**src/rtl/pipe_ctrl.sv**
```systemverilog
// Pipeline hazard/stall controller: load-use stall, branch flush, multi-cycle wait, halt.
// Optional PIPE_CTRL_PERF_CNT_EN adds saturating stall/flush cycle counters.
module pipe_ctrl (
    input  logic       clk,
    input  logic       reset,
    input  logic [4:0] id_rs,
    input  logic [4:0] id_rt,
    input  logic       id_uses_rt,
    input  logic       ex_mem_read,
    input  logic [4:0] ex_rt,
    input  logic       branch_taken,
    input  logic       mc_start,
    input  logic       mc_done,
    input  logic       halt,
    output logic       pc_en,
    output logic       if_id_en,
    output logic       id_ex_en,
    output logic       ex_mem_en,
    output logic       if_id_flush,
    output logic       id_ex_flush,
    output logic [1:0] state
`ifdef PIPE_CTRL_PERF_CNT_EN
    ,
    output logic [15:0] stall_cnt,
    output logic [15:0] flush_cnt
`endif
);

    typedef enum logic [1:0] {
        S_RUN     = 2'b00,
        S_MC_WAIT = 2'b01,
        S_HALT    = 2'b10
    } state_t;

    state_t state_q, state_d;
    logic   load_use;

    assign load_use = ex_mem_read && (ex_rt != 5'd0) &&
                      ((ex_rt == id_rs) || (id_uses_rt && (ex_rt == id_rt)));

    always_comb begin
        state_d     = state_q;
        pc_en       = 1'b1;
        if_id_en    = 1'b1;
        id_ex_en    = 1'b1;
        ex_mem_en   = 1'b1;
        if_id_flush = 1'b0;
        id_ex_flush = 1'b0;
        state       = state_q;
        case (state_q)
            S_RUN: begin
                if (halt) begin
                    state_d = S_HALT;
                end else if (mc_start) begin
                    if (!mc_done) state_d = S_MC_WAIT;
                end else if (branch_taken) begin
                    if_id_flush = 1'b1;
                    id_ex_flush = 1'b1;
                end else if (load_use) begin
                    pc_en       = 1'b0;
                    if_id_en    = 1'b0;
                    id_ex_flush = 1'b1;
                end
            end
            S_MC_WAIT: begin
                if (mc_done) begin
                    state_d = S_RUN;
                end else begin
                    pc_en     = 1'b0;
                    if_id_en  = 1'b0;
                    id_ex_en  = 1'b0;
                    ex_mem_en = 1'b0;
                end
            end
            S_HALT: begin
                pc_en     = 1'b0;
                if_id_en  = 1'b0;
                id_ex_en  = 1'b0;
                ex_mem_en = 1'b0;
            end
            default: state_d = S_RUN;
        endcase
        // Reset asserted: present the RUN defaults regardless of the held state.
        if (!reset) begin
            pc_en       = 1'b1;
            if_id_en    = 1'b1;
            id_ex_en    = 1'b1;
            ex_mem_en   = 1'b1;
            if_id_flush = 1'b0;
            id_ex_flush = 1'b0;
            state       = S_RUN;
        end
    end

    always_ff @(posedge clk) begin
        if (!reset) state_q <= S_RUN;
        else        state_q <= state_d;
    end

`ifdef PIPE_CTRL_PERF_CNT_EN
    logic [15:0] stall_cnt_q, flush_cnt_q;

    always_ff @(posedge clk) begin
        if (!reset) begin
            stall_cnt_q <= 16'd0;
            flush_cnt_q <= 16'd0;
        end else begin
            if (!pc_en && (state_q != S_HALT) && (stall_cnt_q != 16'hFFFF))
                stall_cnt_q <= stall_cnt_q + 16'd1;
            if (if_id_flush && (flush_cnt_q != 16'hFFFF))
                flush_cnt_q <= flush_cnt_q + 16'd1;
        end
    end

    assign stall_cnt = stall_cnt_q;
    assign flush_cnt = flush_cnt_q;
`endif

endmodule

```
**config.mk**
```make
export PLATFORM = sky130hd
export DESIGN_NAME = pipe_ctrl
export DESIGN_NICKNAME = d
export VERILOG_FILES = /design/src/rtl/pipe_ctrl.sv
export SDC_FILE = /design/constraint.sdc
export NUM_CORES = 1
export LEC_CHECK = 0
export CAP_MARGIN = 20
export CORE_AREA = 2 2 39 41
export DETAILED_ROUTE_END_ITERATION = 10
export DIE_AREA = 0 0 41 43
export GPL_TIMING_DRIVEN = 0
export PLACE_DENSITY_LB_ADDON = 0.2
export SYNTH_ARGS = -nofsm -noshare
export SYNTH_HDL_FRONTEND = slang
export SYNTH_SLANG_ARGS = --single-unit
```
**constraint.sdc**
```tcl
create_clock -name clk -period 1.77 [get_ports clk]
set_clock_uncertainty 0.2 [all_clocks]
set_input_delay 0.177 -clock clk [delete_from_list [all_inputs] [get_ports clk]]
set_output_delay 0.177 -clock clk [all_outputs]
set_load 0.02 [all_outputs]
```
==> key figures <==
Status
  • Outcome: finished with violations
  • Failing checks: setup timing

Critical path
  • RR Startpoint: state_q[1]$_SDFFE_PN0P_
  • CP Buf/Inv Count: 2
  • Worst path max stage delay: 0.50 ns
  • Worst path required time: 1.39 ns
  • Crit Path Max Fanout: 5
  • R2R Path End: state_q[0]$_SDFFE_PN0P_
  • Setup crit end kind: primary output
  • Crit-path cells: or4b_4 > buf_6 > o41ai_2 > buf_2
  • CP arrival: 1.69 ns
  • Setup slack, reg-to-reg: 0.84 ns
  • R2r worst-path depth: 1
  • CP delay by family, top: simple AND/OR/NAND/NOR gates
  • Startpoint types: register
  • Type of the worst setup path: reg2out
  • Critical-path top delay cell: or4b_4

Layout
  • Most frequent cells in the layout: xor2_1 (9), dlygate4sd2_1 (8), clkdlybuf4s50_1 (7), buf_2 (7), buf_6 (6)
  • Max reg flops: 2
  • Layout cells sized above 1: 40.28%
  • Register area: 42.54 sq um
  • # fillers: 144
  • Area Growth Syn to Fin: 123.5%
  • Fin area: 643.1 sq um
  • Nets: 97
  • Largest Register: state_q
  • Number of diodes: 0
  • Leading cell type in the layout, fill and taps excluded: xor2_1
  • Regs by FF count: state_q (2)
  • Area of the multi-input gates: 245.2 sq um

Synth
  • Area leader, netlist: xor2_1
  • Yosys cell types: 21
  • Yosys reg bits: 2
  • Mapped cell area: 287.8 sq um
  • Sequential share of the synthesized area: 13.91%
  • Synth top area share: 27.39%
  • Syn Area/Cell: 7.994 sq um
  • Top cells by area, synth: xor2_1 (27%), dfxtp_1 (14%), buf_4 (5.2%)
  • Cells after Synth: 36
  • Number of synthesis warnings: 0
  • Synthesized Nets: 59

Global route
  • Grt ovf: 0
  • Largest net degree at the start of global routing: 8
  • First-pass GRT wire length: 1366 um
  • Vias in the first global route: 331
  • Initial antenna violation count: 0
  • Global Route Usage Sum: 11.71%

Floorplan
  • Core area: 1384 sq um
  • Chip height: 43 um
  • Die ar.: 1763 sq um
  • IO Count: 31
  • Number of cell rows: 14
  • Die width: 41 um
  • Initial Util: 20.80%

CTS
  • H-tree depth: 1
  • Clk sinks: 2
  • TritonCTS clock tree: built
  • Root Buffer: clkbuf_4
  • Clock slew at reported path FFs: 0.03 ns
  • Cts bufs inserted: 3
  • Clk_lat worst skew: 0.22 ns
  • Clk buf depth: 2
  • Post-CTS Hold Fix Bufs: 0

STA
  • RSZ-0062 raised after global routing: yes
  • Endpoints failing hold: 0
  • Period utilization: 116.6%
  • Rel. slew slack: 81.20%
  • Final min period: 2.063 ns
  • F_max: 484.7 MHz
  • Worst Max-Slew Pin Slew: 0.2795 ns
  • Final setup vio count: 4
  • Fin Setup TNS: -0.7493 ns
  • Fin. max-slew vios: 0
  • Worst hold margin: 0.1909 ns
  • PnR worst setup slack: -0.2932 ns

Route
  • Vias per Instance: 4.307
  • DR WL/cell: 11.08 um
  • Post-DRT Antenna Nets: 0
  • DRC Markers: 0
  • Vias: 379
  • Final wirelength: 975 um
  • Initial DRC count: 2
  • TritonRoute pass-1 iters: 4

Placed design
  • Setup WS pre-CTS: -1.020 ns
  • Buffers on Ports: 30
  • Final GP Congestion: 0.7103
  • Area post-placement: 620.6 sq um
  • DP HPWL: 794.1 um

Power
  • PD cells: 419.9 nW/um^2
  • P_leak: 0.3275 nW
  • Peak VDD IR: 0.3294 mV

Worst hold path
  • Beginning of the worst hold path: halt
  • Hold Crit Endpoint: state_q[1]$_SDFFE_PN0P_
  • Worst hold path stage count: 3
  • Worst Hold Class: in2reg

Flow run
  • Maxcap violations: 0
## layout make-up
class | instances | area share, %
Clock buffer | 3 | 3.502
Buffer | 2 | 2.918
Tap cell | 16 | 3.113
Timing Repair Buffer | 33 | 44.55
Sequential cell | 2 | 6.615
Inverter | 2 | 1.167
Multi-Input combinational cell | 30 | 38.13
## power by group
group | internal, W | switching (W)
combinational | 0.0000699 | 0.0000483
sequential | 0.0000485 | 0.00000417
clock | 0.0000747 | 0.0000244
total | 0.000193 | 0.0000770
## cells by family (layout without fill, tap and decap cells)
group | count (synthesis) | after routing | share of synthesized area [%]
DFF | 2 | 2 | 13.91
AOI/OAI and AO/OA | 6 | 6 | 15.22
and+or+nand+nor | 14 | 14 | 32.61
xor gates and xnor gates | 10 | 10 | 30.44
buffers and inverters | 4 | 40 | 7.826
## worst max-delay path by stage
stage                                       start          end  depth (start not counted)
after floorplan           state_q[0]$_SDFFE_PN0P_        pc_en                          3
after global placement                   ex_rt[4]        pc_en                          7
after CTS                 state_q[0]$_SDFFE_PN0P_        pc_en                          4
after global routing      state_q[0]$_SDFFE_PN0P_  id_ex_flush                          4
final                     state_q[0]$_SDFFE_PN0P_  id_ex_flush                          4
after detailed placement                 ex_rt[4]        pc_en                          7
## synthesized netlist by cell type
cell type  instances
o41ai_1            1
o41a_1             1
nor4b_1            1
nor3_1             1
nand2_1            1
buf_4              2
or4b_4             1
xor2_1             9
a21oi_1            1
nor3b_1            2
dfxtp_1            2
inv_1              2
o21ai_0            2
xnor2_1            1
or4_1              1
and2_2             1
a32oi_1            1
nor4_1             1
and2_1             1
and2b_2            1
nor2_1             3
## layer usage
metal | up-vias | global-route usage (%) | routed length, um | share of wire [%]
met5 | - | 0 | 0 | 0
met3 | 0 | 3.141 | 25 | 2.6
met4 | 0 | 8.000 | 0 | 0
met1 | 173 | 11.78 | 349 | 36
li1 | 201 | - | - | -
met2 | 5 | 19.38 | 601 | 62
## through the flow
stage	instances	power [W]	util, %
2_1_floorplan	36	0.0001012	-
3_3_place_gp	82	0.0001786	44.85
3_5_place_dp	82	0.0001796	44.85
4_1_cts	88	0.0002770	45.30
5_1_grt	88	0.0002890	46.47
6_report	88	0.0002700	46.47
## repair_timing
item / CTS / global route
endpoints found under the setup margin: 8 / 6
gates resized for setup: 63 / 8
setup buffers: 3 / 0
pin swaps: 10 / 4
No activity file was read; power rests on OpenSTA's default activity.
